## src/rtl/key_counter_debounce_pkg.sv

```systemverilog
// key_counter_debounce_pkg: shared key FSM encodings and count width
package key_counter_debounce_pkg;

    typedef enum logic [1:0] {
        IDLE         = 2'd0,
        PRESS_WAIT   = 2'd1,
        PRESSED      = 2'd2,
        RELEASE_WAIT = 2'd3
    } key_state_e;

    localparam logic KEY_PRESSED = 1'b0;
    localparam int   D_W         = 4;

endpackage

```

## src/rtl/key_counter_debounce_key_debounce.sv

```systemverilog
// key_debounce: synchronizer plus stable-time qualification FSM for one active-low key
module key_debounce
    import key_counter_debounce_pkg::*;
#(
    parameter int STABLE_CYC = 1_000_000,
    parameter int CNT_W      = 20
) (
    input  logic clk,
    input  logic rst,
    input  logic key_n_i,
    output logic pulse_o,
    output logic level_o
);

    localparam logic [CNT_W-1:0] LAST = CNT_W'(STABLE_CYC - 1);

    logic [1:0]       sync_q;
    key_state_e       state_q, state_d;
    logic [CNT_W-1:0] cnt_q, cnt_d;
    logic             pulse_q, pulse_d;
    logic             level_q, level_d;
    logic             pressed;

    assign pressed = sync_q[1] == KEY_PRESSED;

    // synchronizer resets to the released value so a held key re-qualifies
    always_ff @(posedge clk) begin
        if (rst) begin
            sync_q  <= 2'b11;
            state_q <= IDLE;
            cnt_q   <= '0;
            pulse_q <= 1'b0;
            level_q <= 1'b0;
        end else begin
            sync_q  <= {sync_q[0], key_n_i};
            state_q <= state_d;
            cnt_q   <= cnt_d;
            pulse_q <= pulse_d;
            level_q <= level_d;
        end
    end

    always_comb begin
        state_d = state_q;
        cnt_d   = cnt_q;
        unique case (state_q)
            IDLE: begin
                if (pressed) begin
                    state_d = PRESS_WAIT;
                    cnt_d   = '0;
                end
            end
            PRESS_WAIT: begin
                if (!pressed) state_d = IDLE;
                else if (cnt_q == LAST) state_d = PRESSED;
                else cnt_d = cnt_q + CNT_W'(1);
            end
            PRESSED: begin
                if (!pressed) begin
                    state_d = RELEASE_WAIT;
                    cnt_d   = '0;
                end
            end
            RELEASE_WAIT: begin
                if (pressed) state_d = PRESSED;
                else if (cnt_q == LAST) state_d = IDLE;
                else cnt_d = cnt_q + CNT_W'(1);
            end
            default: state_d = IDLE;
        endcase
    end

    always_comb begin
        pulse_d = (state_q == PRESS_WAIT) && (state_d == PRESSED);
        level_d = (state_d == PRESSED) || (state_d == RELEASE_WAIT);
    end

    assign pulse_o = pulse_q;
    assign level_o = level_q;

endmodule

```

## src/rtl/key_counter_debounce.sv

```systemverilog
// key_counter_debounce: two debounced keys stepping a wrapping hex up/down count
module key_counter_debounce
    import key_counter_debounce_pkg::*;
#(
    parameter int STABLE_CYC = 1_000_000,
    parameter int CNT_W      = 20
) (
    input  logic           clk,
    input  logic           rst,
    input  logic           key_up_n,
    input  logic           key_dn_n,
    output logic [D_W-1:0] d_out,
    output logic           up_pulse,
    output logic           dn_pulse,
    output logic           up_level,
    output logic           dn_level
);

    logic [D_W-1:0] d_q, d_d;

    key_debounce #(.STABLE_CYC(STABLE_CYC), .CNT_W(CNT_W)) u_up (
        .clk     (clk),
        .rst     (rst),
        .key_n_i (key_up_n),
        .pulse_o (up_pulse),
        .level_o (up_level)
    );

    key_debounce #(.STABLE_CYC(STABLE_CYC), .CNT_W(CNT_W)) u_dn (
        .clk     (clk),
        .rst     (rst),
        .key_n_i (key_dn_n),
        .pulse_o (dn_pulse),
        .level_o (dn_level)
    );

    // simultaneous pulses cancel; natural 4-bit overflow gives the hex wrap
    always_comb begin
        d_d = (up_pulse && !dn_pulse) ? d_q + D_W'(1) :
              (dn_pulse && !up_pulse) ? d_q - D_W'(1) : d_q;
    end

    always_ff @(posedge clk) begin
        if (rst) d_q <= '0;
        else d_q <= d_d;
    end

    assign d_out = d_q;

endmodule

```

## config.mk

```make
export PLATFORM = sky130hd
export DESIGN_NAME = key_counter_debounce
export DESIGN_NICKNAME = d
export VERILOG_FILES = /design/src/rtl/key_counter_debounce_pkg.sv /design/src/rtl/key_counter_debounce_key_debounce.sv /design/src/rtl/key_counter_debounce.sv
export SDC_FILE = /design/constraint.sdc
export NUM_CORES = 1
export LEC_CHECK = 0
export CAP_MARGIN = 10
export CORE_AREA = 2 2 81 91
export CTS_CLUSTER_SIZE = 10
export DETAILED_ROUTE_END_ITERATION = 10
export DIE_AREA = 0 0 83 93
export PLACE_DENSITY = 0.61
export SLEW_MARGIN = 20
export SYNTH_ARGS = -nofsm -noshare
export SYNTH_HDL_FRONTEND = slang
export SYNTH_SLANG_ARGS = --single-unit
```

## constraint.sdc

```tcl
create_clock -name clk -period 2.2 [get_ports clk]
set_input_delay 0.44 -clock clk [delete_from_list [all_inputs] [get_ports clk]]
set_output_delay 0.44 -clock clk [all_outputs]
set_load 0.05 [all_outputs]
```

# Yosys cells after proc, flatten, opt, wreduce, memory -nomap -nowiden
# Cells that the tools add are included.
word_totals:
  output_inout_bits: 8
  register_bits: 56
  elab_cells: 76
  inputBits: 4
classes:
  mux: 28
  n_eq_ne: 20
  addsub: 4
  n_reduce_logical: 13
op_table:
  columns: ["cell", "n"]
  rows:
  - ["20-bit 2-to-1 mux", 10]
  - ["20-bit one-hot mux with 4 select lines", 2]
  - ["20-bit by 1-bit adder with 20-bit output, second input constant", 2]
  - ["20-bit equality test, second input constant", 2]
  - ["2-bit 2-to-1 mux", 12]
  - ["2-bit equality test, second input constant", 8]
  - ["2-bit one-hot mux with 4 select lines", 2]
  - ["4-bit 2-to-1 mux", 2]
  - ["2-bit by 1-bit != test with 1-bit output, second input constant", 4]
  - ["2-bit != test, second input constant", 4]
  - ["4-bit AND reduction", 2]
  - ["4-bit by 1-bit adder with 4-bit output, second input constant", 1]
  - ["2-bit by 1-bit equality test with 1-bit output, second input constant", 2]
  - ["1-bit logical AND", 4]
  - ["2-bit logical NOT", 2]
  - ["4-bit by 1-bit subtractor with 4-bit output, second input constant", 1]
  - ["1-bit logical NOT", 2]
  - ["1-bit logical OR", 2]
  - ["2-bit nonzero test", 1]

# Longest topological paths before layout
depth:
  depth_word: 6
  depth_mapped: 8
  ltp_nobuf: 8

# By module
# A second synthesis with hierarchy kept.
hier_totals:
  cells_unflattened: 297
  area_unflattened_um2: 2662.6
by_module_without_submodules:
  columns: ["module", "n_inst", "cells_each", "area_per_inst_um2", "seq_area_each_um2"]
  rows:
  - ["key_debounce", 2, 135, 1208.7, 500.5]
  - ["key_counter_debounce", 1, 27, 245.2, 80.1]

# Worst setup path after synthesis
# Ideal clock, no wire load.
synth_timing:
  kind: "reg2reg"
  startpoint: "register u_dn.pulse_q, in the netlist u_dn.pulse_o"
  endpoint: "register d_q[3], in the netlist d_out[3]"
  path_slack_ps: -15
  path_stages_with_launch: 9
  path_buffers: 0
  arrival_time_ps: 2094
  cell_sequence: "dfxtp_1 inv_1 ha_1 inv_1 ha_1 a21o_1 a21oi_1 mux2i_1 mux2_2"
synth_between:
  elab_chain_cells: 3
  word_cells_on_any_way: 5
synth_lines:
  columns: ["element", "line_no", "rtl"]
  rows:
  - ["from (decl)", "key_counter_debounce_key_debounce.sv:20", "logic pulse_q, pulse_d;"]
  - ["from (signal assigned)", "key_counter_debounce_key_debounce.sv:38", "pulse_q <= pulse_d;"]
  - ["1-bit logical NOT", "key_counter_debounce.sv:39", "d_d = (up_pulse && !dn_pulse) ? d_q + D_W'(1) :"]
  - ["1-bit logical AND", "key_counter_debounce.sv:39", null]
  - ["4-bit 2-to-1 mux or 2-bit nonzero test (tied branches)", null, null]
  - ["to (signal assigned)", "key_counter_debounce.sv:44", "if (rst) d_q <= '0;"]
  - ["to (signal assigned)", "key_counter_debounce.sv:45", "else d_q <= d_d;"]
  - ["to (decl)", "key_counter_debounce.sv:19", "logic [D_W-1:0] d_q, d_d;"]
# Several ways; a longest one is shown, not always the timed one.
# A chain may end at the register's enable or synchronous reset.

# Worst setup path after layout
layout_timing:
  startpoint: "register u_dn.cnt_q[0]"
  endpoint: "register u_dn.cnt_q[5]"
layout_between:
  elab_chain_cells: 4
  word_cells_on_any_way: 6
layout_lines:
  columns: ["element", "line_no", "rtl"]
  rows:
  - ["from (decl)", "key_counter_debounce_key_debounce.sv:19", "logic [CNT_W-1:0] cnt_q, cnt_d;"]
  - ["from (signal assigned)", "key_counter_debounce_key_debounce.sv:37", "cnt_q <= cnt_d;"]
  - ["20-bit by 1-bit adder with 20-bit output or 20-bit equality test (tied branches)", null, null]
  - ["20-bit 2-to-1 mux *", "key_counter_debounce_key_debounce.sv:55, key_counter_debounce_key_debounce.sv:66", null]
  - ["20-bit 2-to-1 mux (on tied branches)", "key_counter_debounce_key_debounce.sv:65, key_counter_debounce_key_debounce.sv:54", null]
  - ["20-bit one-hot mux with 4 select lines *", "key_counter_debounce_key_debounce.sv:46", "unique case (state_q)"]
# Mark *: on every way between the ends. The rest lies on a longest branch, timed or not. The select of a mux whose other input is x is not followed.

==> flow_summary.yaml <==
setup_path:
  required_ps: 2380
  crit_type: "register to register"
  regToRegSetupSlack_ps: 170
  reg2regPathDepth: 5
  cp-start-kind: "register"
  worstPathArrival_ps: 2220
  path_max_fanout: 5
  rr_endpoint: "u_dn.cnt_q[5]$_SDFFE_PP0P_"
  end_kind: "register"
  r2r-start: "u_dn.cnt_q[0]$_SDFFE_PP0P_"
  setup.worst_path.start: "u_dn.cnt_q[0]$_SDFFE_PP0P_"
logic_synthesis:
  syn_inst: 339
  netlist_area_um2: 2970
  yosysWarnings: 0
  syn_nets: 349
  synth_top_area_share_pct: 37.7
  yosys.cell_count.top_type: "dfxtp_1"
  synth.area.top_cells: "dfxtp_1 38%, a21oi_1 4.5%, or4_1 3.8%, o31ai_1 3.0%, nand2_1 2.9%"
  synth_ff_type: "dfxtp_1"
  synth_top_area_cell: "dfxtp_1"
  yosys-top-cells-count: "56 x dfxtp_1, 27 x a21oi_1, 23 x nand2_1"
  synth-seq-cells: 56
  async_flop_share_pct: 0
  seq_area_frac_synth_pct: 37.7
  synth_edf_count: 0
  postSynthAreaPerCell_um2: 8.77
  synth_cell_types: 57
die:
  fp-row-count: 32
  die-height_um: 93
  start_util_pct: 43.4
  die_x_um: 83
  io_pins: 12
  coreArea_um2: 6850
  die_area_um2: 7720
clocking:
  cts_sinks: 56
  cts_hold_buffers: 0
  cts-resized-gates: 0
  clkTransAtPathRegs_ps: 110
  clock_latency_ps: 310
  cts_setup_buffers: 0
  cts.root.buffer_cell: "clkbuf_8"
  cts_buffers: 5
  cts_tree: "yes"
  htreeDepth: 2
  clk_path_buf_depth: 2
global_route:
  grt-ovfl-total: 0
  grt_use_total_pct: 18.1
  grt_pass1_vias: 2454
  antenna_found_initial: 0
  grt_pass1_wl_um: 11600
  grt_max_degree: 20
final_layout:
  drive_gt1_share_pct: 12.4
  diodes: 0
  utilization_pct: 49.6
  stdcell_count: 449
  finalNetCount: 373
  stdcell_area_um2: 3390
  area.growth.synth_to_final_pct: 14.2
placed_design:
  place_area_um2: 3280
  detailedPlace.worstSlack_ps: 186
  io_buffers: 11
  gp_congestion: 0.920
  dp_cells: 441
  hpwlAfterDp_um: 5030
flow_run:
  drv_cap: 0
drt:
  drc: 0
  wl_um: 6690
  detail-route-antenna-nets: 0
  wl_per_cell_um: 14.9
  viasPerCell: 5.78
  firstDrtPassIters: 4
  drt-initial-drc-count: 131
  num_vias: 2594
power_and_ir_drop:
  intPower_mw: 1.40
  power.share.clock_pct: 38.6
  p_leak_nw: 1.08
  p_total_mw: 1.80
  p_comb_share_pct: 4.4
  powerDensity_nw_per_um2: 529
  pwr-share-seq_pct: 57.1
  ir_drop_mv: 0.302
  power.switching_mw: 0.400
  swShare_pct: 22.3
sta:
  hold_viol: 0
  rsz0062_at_grt: "false"
  holdWs_ps: 426
  timing.final.ws_setup_ps: 169
  final-setup-viol-count: 0
  fmax_mhz: 492
  skew_ps: 8.77
  min_period_over_period_pct: 92.3
  slew_violations: 0
  maxSlewHeadroom_pct: 67.0
  finalCriticalPeriod_ps: 2030
  fin_setup_tns_ps: 0
  tightest_slew_ps: 483
hold_path:
  worstHoldPathType: "register to register"
  hold_start: "u_dn.sync_q[0]$_SDFF_PP1_"
  whs_path_depth: 1
  holdPathEnd: "u_dn.sync_q[1]$_SDFF_PP1_"
status:
  outcome: "finished, final reports clean"
[worst max path at each step]
stage	to	slack (ps)	depth (start not counted)
after CTS	u_dn.cnt_q[5]$_SDFFE_PP0P_	170	5
after global routing	u_dn.cnt_q[5]$_SDFFE_PP0P_	80	5
after detailed placement	u_dn.cnt_q[5]$_SDFFE_PP0P_	190	5
after global placement	d_out[3]$_SDFFE_PP0P_	280	8
after floorplan	d_out[3]$_SDFFE_PP0P_	20	7
final	u_dn.cnt_q[5]$_SDFFE_PP0P_	170	5
[worst max-delay path: stages (launching register included)]
cell and delay (ps):
dfxtp_1 400, ha_1 230, nand3_1 120, or4_1 610, o21bai_1 390, o32ai_1 150
[registers in the layout, indices dropped and copies added, names as in the netlist]
signal / cells
u_up.state_q: 2
d_out: 4
u_up.pulse_o: 1
u_dn.level_o: 1
u_up.level_o: 1
u_dn.pulse_o: 1
u_dn.state_q: 2
u_up.cnt_q: 20
u_dn.cnt_q: 20
u_up.sync_q: 2
u_dn.sync_q: 2
[cell type report]
cell class	count	area (µm²)
repair buffers	32	268
inverters	14	52.6
clock buffers	5	68.8
flip-flops and latches	56	1120
clock inverters	3	46.3
fillers	642	3450
well taps	85	106
multi-input cells	254	1730
[layer usage]
metal  GRT usage (%)  wire length [µm]
met2            31.9              3420
met5               0                 0
met4            5.05                73
met1            22.6              3010
met3            3.27               194
[power groups by stage]
stage / Sequential [mW] / Combinational, mW / Clock [mW]
3_3_place_gp: 1.05 / 0.0783 / 0
2_1_floorplan: 1.05 / 0.0490 / 0
6_report: 1.02 / 0.0782 / 0.692
4_1_cts: 1.02 / 0.0788 / 0.711
5_1_grt: 1.03 / 0.0864 / 0.767
3_5_place_dp: 1.05 / 0.0784 / 0
[kinds of logic (layout without fill, tap and decap cells)]
group | count (synthesis) | count (layout) | share of synthesized area, %
compound gates | 75 | 75 | 16.7
buf+inv | 29 | 54 | 4.04
fa+ha+maj | 6 | 6 | 2.78
xor+xnor | 13 | 13 | 4.08
flops | 56 | 56 | 37.7
mux | 9 | 9 | 3.12
simple gates | 151 | 151 | 31.6
[cells in the final DEF (no fill, tap or decap), types with 12 or more instances in the layout]
| master | count |
|---|---|
| nand3_1 | 13 |
| buf_4 | 21 |
| inv_1 | 14 |
| o31ai_1 | 12 |
| or4_1 | 15 |
| a21oi_1 | 27 |
| nand4_1 | 12 |
| nand2_1 | 23 |
| dfxtp_1 | 55 |
| nor2_1 | 22 |
Power figures use the tool's default switching activity.
==> RTL change 1: new RTL, config.mk and constraints unchanged <==
Encoding of `key_state_e`: now Gray code (2 bits for 4 states).
--- a/src/rtl/key_counter_debounce_pkg.sv
+++ b/src/rtl/key_counter_debounce_pkg.sv
@@ -2,10 +2,10 @@
 package key_counter_debounce_pkg;
 
     typedef enum logic [1:0] {
-        IDLE         = 2'd0,
-        PRESS_WAIT   = 2'd1,
-        PRESSED      = 2'd2,
-        RELEASE_WAIT = 2'd3
+        IDLE         = 2'b00,
+        PRESS_WAIT   = 2'b01,
+        PRESSED      = 2'b11,
+        RELEASE_WAIT = 2'b10
     } key_state_e;
 
     localparam logic KEY_PRESSED = 1'b0;
Function: no difference found for any inputs over 10 cycles, from zero or initial values and one cycle with rst high; not proved beyond that.
==> RTL change 1 against the original RTL <==
- hold slack worse by 0.011 ns
- area after synthesis is 0.72% lower
- wire length is 7.8% lower
- sequential cell count stayed put
- worst setup slack worse by 0.13 ns
- cell area is 3.6% higher
- global-route usage is 1.6 points lower
- final cell count is 4.2% higher
- non-clock buffer count is 4 higher
Power is not compared: it rests on default switching activity, and its combinational part moved more than twofold at a synthesized area within 25%.
==> RTL change 1: results (changes against the original RTL) <==
| Group | Parameter | This run | vs unedited |
| --- | --- | --- | --- |
| worst setup path | Number of cell instances on the worst register-to-register path | 7 | +2 |
| layout | Multi-input gates | 271 | +6.7% |
| worst hold path | Start point of the worst min-delay path | u_up.sync_q[0]$_SDFF_PP1_ |  |
| yosys | Syn nets | 367 | +5.2% |
| detailed routing | Routed length per instance | 13.2 µm | -12% |
| worst setup path | Setup slack of the most critical reg-to-reg path | 0.04 ns | -0.13 ns |
| worst setup path | Cell with the largest stage delay on the worst path | sky130_fd_sc_hd__or4_4 |  |
| timing | Final Critical Period | 2.16 ns | +0.129 ns |
| placed design | HPWL reported at the end of detailed placement | 4470 µm | -11% |
| worst setup path | Maximum fanout along the worst path | 6 | +1 |
| worst setup path | Worst setup path endpoint | u_dn.cnt_q[11]$_SDFFE_PP0P_ |  |
| placed design | Last weighted congestion value of the routability-driven placer | 0.792 | -14% |
| clocking | CTS max path bufs | 2 | unchanged |
| yosys | Post-synthesis sequential area ratio | 38.0% | +0.27 points |
| grt | Global-route usage over all layers | 16.4% | -1.6 points |
| layout | FILL cells | 655 | +2.0% |
| yosys | Most used standard cells in the synthesized netlist | sky130_fd_sc_hd__dfxtp_1 (56), sky130_fd_sc_hd__nor2_1 (48), sky130_fd_sc_hd__xnor2_1 (24) |  |
| grt | Global-route wire length before repair | 10600 µm | -8.7% |
| layout | Count of inverters other than clock inverters in the layout | 13 | -1 |
| placed design | Number of cells in the design after placement | 460 | +4.3% |
| layout | Bufs w/o clock | 36 | +13% |
| timing | Worst Skew | 0.00660 ns | -0.00217 ns |
| layout | Proportion of cell area occupied by registers | 32.1% | -0.99 points |
| timing | Slew HR | 66.8% | -0.14 points |
| grt | Pin count of the biggest net entering global routing | 19 | -5.0% |
| worst setup path | Data arrival, critical path | 2.40 ns | +0.18 ns |
| worst setup path | Crit-path max cell delay | 0.41 ns | -0.20 ns |
| detailed routing | Detailed router's first-iteration violation count | 81 | -38% |
| clocking | Register clock-pin slew on the reported worst setup and hold paths | 0.09 ns | -0.02 ns |
| layout | Final #Nets | 401 | +7.5% |
| grt | Number of global-route vias before repair | 2374 | -3.3% |
| layout | Fraction of layout cells with a size suffix above 1 | 15.7% | +3.3 points |
| yosys | Post-synthesis cell count | 349 | +2.9% |
| detailed routing | Via/cell ratio | 5.45 | -5.7% |
| outcome | Result of the run | finished, final reports clean |  |
| worst setup path | Launch point of the worst path | u_dn.state_q[1]$_SDFF_PP0_ |  |
| placed design | Cell area after placement | 3310 µm² | +0.92% |
| layout | Multi-input combinational cell area | 1800 µm² | +4.2% |
| layout | Fraction of area in non-clock buffers | 8.46% | +0.58 points |
| placed design | Post-placement worst setup slack | -0.0632 ns | -0.249 ns |
| worst hold path | WHS Endpoint | u_up.sync_q[1]$_SDFF_PP1_ |  |
==> RTL change 1: timing repair <==
action                                  in CTS  in global routing
pin swaps                                    1                  7
gates resized for setup                      3                 15
hold buffers                                 0                  0
setup buffers                                1                  0
endpoints found under the setup margin       2                 11
==> RTL change 1: logic make-up (layout without fill, tap and decap cells) <==
logic type	count (synthesis)	count (layout)	share of synthesized area (%)
flops	56	56	38.0
fa+ha+maj	14	14	6.19
buf+inv	22	56	3.10
compound gates	71	71	15.4
simple gates	153	153	27.3
xor+xnor	30	30	8.91
mux	3	3	1.06
==> RTL change 1: routing by layer <==
layer	wire length (µm)	share of wire, %	global-route usage [%]	vias to the layer above
li1	-	-	-	1312
met1	2890	47	21.2	1193
met2	3000	49	27.3	35
met3	140	2.3	3.00	10
met4	133	2.2	6.42	0
met5	0	0	0	-
==> RTL change 1: power breakdown <==
part | internal [mW] | switching [mW] | total (mW)
clock | 0.448 | 0.321 | 0.769
combinational | 0.122 | 0.146 | 0.267
sequential | 1.03 | 0.0188 | 1.05
==> RTL change 2: new RTL, config.mk and constraints unchanged <==
Made on the original files. `CNT_W` is set to 20 in 2 places; all go to 10.
--- a/src/rtl/key_counter_debounce_key_debounce.sv
+++ b/src/rtl/key_counter_debounce_key_debounce.sv
@@ -3,7 +3,7 @@
     import key_counter_debounce_pkg::*;
 #(
     parameter int STABLE_CYC = 1_000_000,
-    parameter int CNT_W      = 20
+    parameter int CNT_W      = 10
 ) (
     input  logic clk,
     input  logic rst,
--- a/src/rtl/key_counter_debounce.sv
+++ b/src/rtl/key_counter_debounce.sv
@@ -3,7 +3,7 @@
     import key_counter_debounce_pkg::*;
 #(
     parameter int STABLE_CYC = 1_000_000,
-    parameter int CNT_W      = 20
+    parameter int CNT_W      = 10
 ) (
     input  logic           clk,
     input  logic           rst,
Check against the original RTL: no difference found for any inputs over 10 cycles, from zero or initial values and one cycle with rst high; that may be too few to reach the edited logic, so the function may still have changed.
==> RTL change 2 against the original RTL <==
- non-clock buffer count down 20
- critical path depth decreased by 4
- cell area shrank 44%
- core utilization is 22 points lower
- total power decreased by 30%
- worst setup slack better by 0.059 ns
- sequential power is 35% lower
- wire length shrank 57%
- die area unchanged
- area after synthesis is 47% lower
- largest cell class unchanged
- sequential cell count down 20
==> RTL change 2: results (changes against the original RTL) <==
| Group | Parameter | This run | vs unedited |
| --- | --- | --- | --- |
| grt | Global-route wire length before repair | 5020 µm | -57% |
| yosys | Parity-gate share of the synthesized area counting xor and xnor cells | 7.66% | +3.6 points |
| outcome | Result of the run | finished, final reports clean |  |
| power and ir drop | Max rail drop VDD | 0.000336 V | +11% |
| yosys | Number of different library cells in the post-synthesis netlist | 40 | -30% |
| grt | Global routing met3 resource utilization | 3.71% | +0.44 points |
| yosys | Most used standard cells in the synthesized netlist | sky130_fd_sc_hd__dfxtp_1 (36), sky130_fd_sc_hd__nor2_1 (17), sky130_fd_sc_hd__a21oi_1 (16) |  |
| clocking | Worst-skew pair later-pin latency | 0.29 ns | -0.02 ns |
| power and ir drop | Clock power share | 44.5% | +5.9 points |
| worst setup path | Setup slack of the most critical reg-to-reg path | 0.31 ns | +0.14 ns |
| layout | Fraction of layout cells with a size suffix above 1 | 8.51% | -3.9 points |
| layout | Final std cell area, no fill | 1900 µm² | -44% |
| worst setup path | Maximum fanout along the worst path | 4 | -1 |
| layout | Post-route insts no fill | 273 | -39% |
| worst setup path | Data arrival, critical path | 1.53 ns | -0.69 ns |
| timing | Worst Skew | 0.0125 ns | +0.00373 ns |
| placed design | Post-placement worst setup slack | 0.324 ns | +0.138 ns |
| detailed routing | Via/cell ratio | 4.47 | -23% |
| timing | Smallest hold slack | 0.406 ns | -0.0205 ns |
| placed design | HPWL reported at the end of detailed placement | 2110 µm | -58% |
| clocking | Sinks on the clock net | 36 | -36% |
| layout | Count of inverters other than clock inverters in the layout | 5 | -9 |
| yosys | Top-area cell type share of the netlist area | 45.5% | +7.8 points |
| layout | Bufs w/o clock | 12 | -63% |
| power and ir drop | Clock-net power | 0.562 mW | -19% |
| worst setup path | Capturing point of the worst reg2reg path | d_out[3]$_SDFFE_PP0P_ |  |
| placed design | Last weighted congestion value of the routability-driven placer | 0.769 | -16% |
| worst setup path | Cell with the largest stage delay on the worst path | sky130_fd_sc_hd__clkdlybuf4s50_1 |  |
| layout | Multi-input gates | 127 | -50% |
| power and ir drop | Fraction of power spent switching nets | 20.1% | -2.2 points |
| yosys | Share of synthesized area spent on multiplexers | 3.24% | +0.12 points |
| timing | Slew at the pin closest to its max-slew limit | 0.652 ns | +0.169 ns |
| worst setup path | Worst R2R Start | u_dn.pulse_o$_SDFF_PP0_ |  |
| layout | ClkCell Share | 5.66% | +2.3 points |
| grt | Pin count of the biggest net entering global routing | 22 | +10% |
| layout | Final #Nets | 197 | -47% |
| grt | Number of global-route vias before repair | 1188 | -52% |
| layout | FILL cells | 717 | +12% |
| power and ir drop | Leakage power | 0.664 nW | -38% |
| yosys | Synth Area in Adders | 5.21% | +2.4 points |
RTL change 2: cell count changes in the layout (fill, tap and decap cells not counted), moves of 5 or more:
cell / before / now
sky130_fd_sc_hd__dfxtp_1: 55 / 36
sky130_fd_sc_hd__nand2_1: 23 / 10
sky130_fd_sc_hd__or4_1: 15 / 2
sky130_fd_sc_hd__a21oi_1: 27 / 16
sky130_fd_sc_hd__nand4_1: 12 / 6
sky130_fd_sc_hd__nand3b_1: 5 / 0
sky130_fd_sc_hd__or3_1: 9 / 3
sky130_fd_sc_hd__nand2b_1: 6 / 1
sky130_fd_sc_hd__nor4_1: 9 / 4
sky130_fd_sc_hd__nor2_1: 22 / 17
sky130_fd_sc_hd__buf_4: 21 / 1
sky130_fd_sc_hd__o31ai_1: 12 / 1
sky130_fd_sc_hd__inv_1: 14 / 5
RTL change 2: metal layers:
metal  vias up  wire length [µm]
met1       552              1350
met2        18              1340
met5         -                 0
met3         4               125
li1        646                 -
met4         0                42
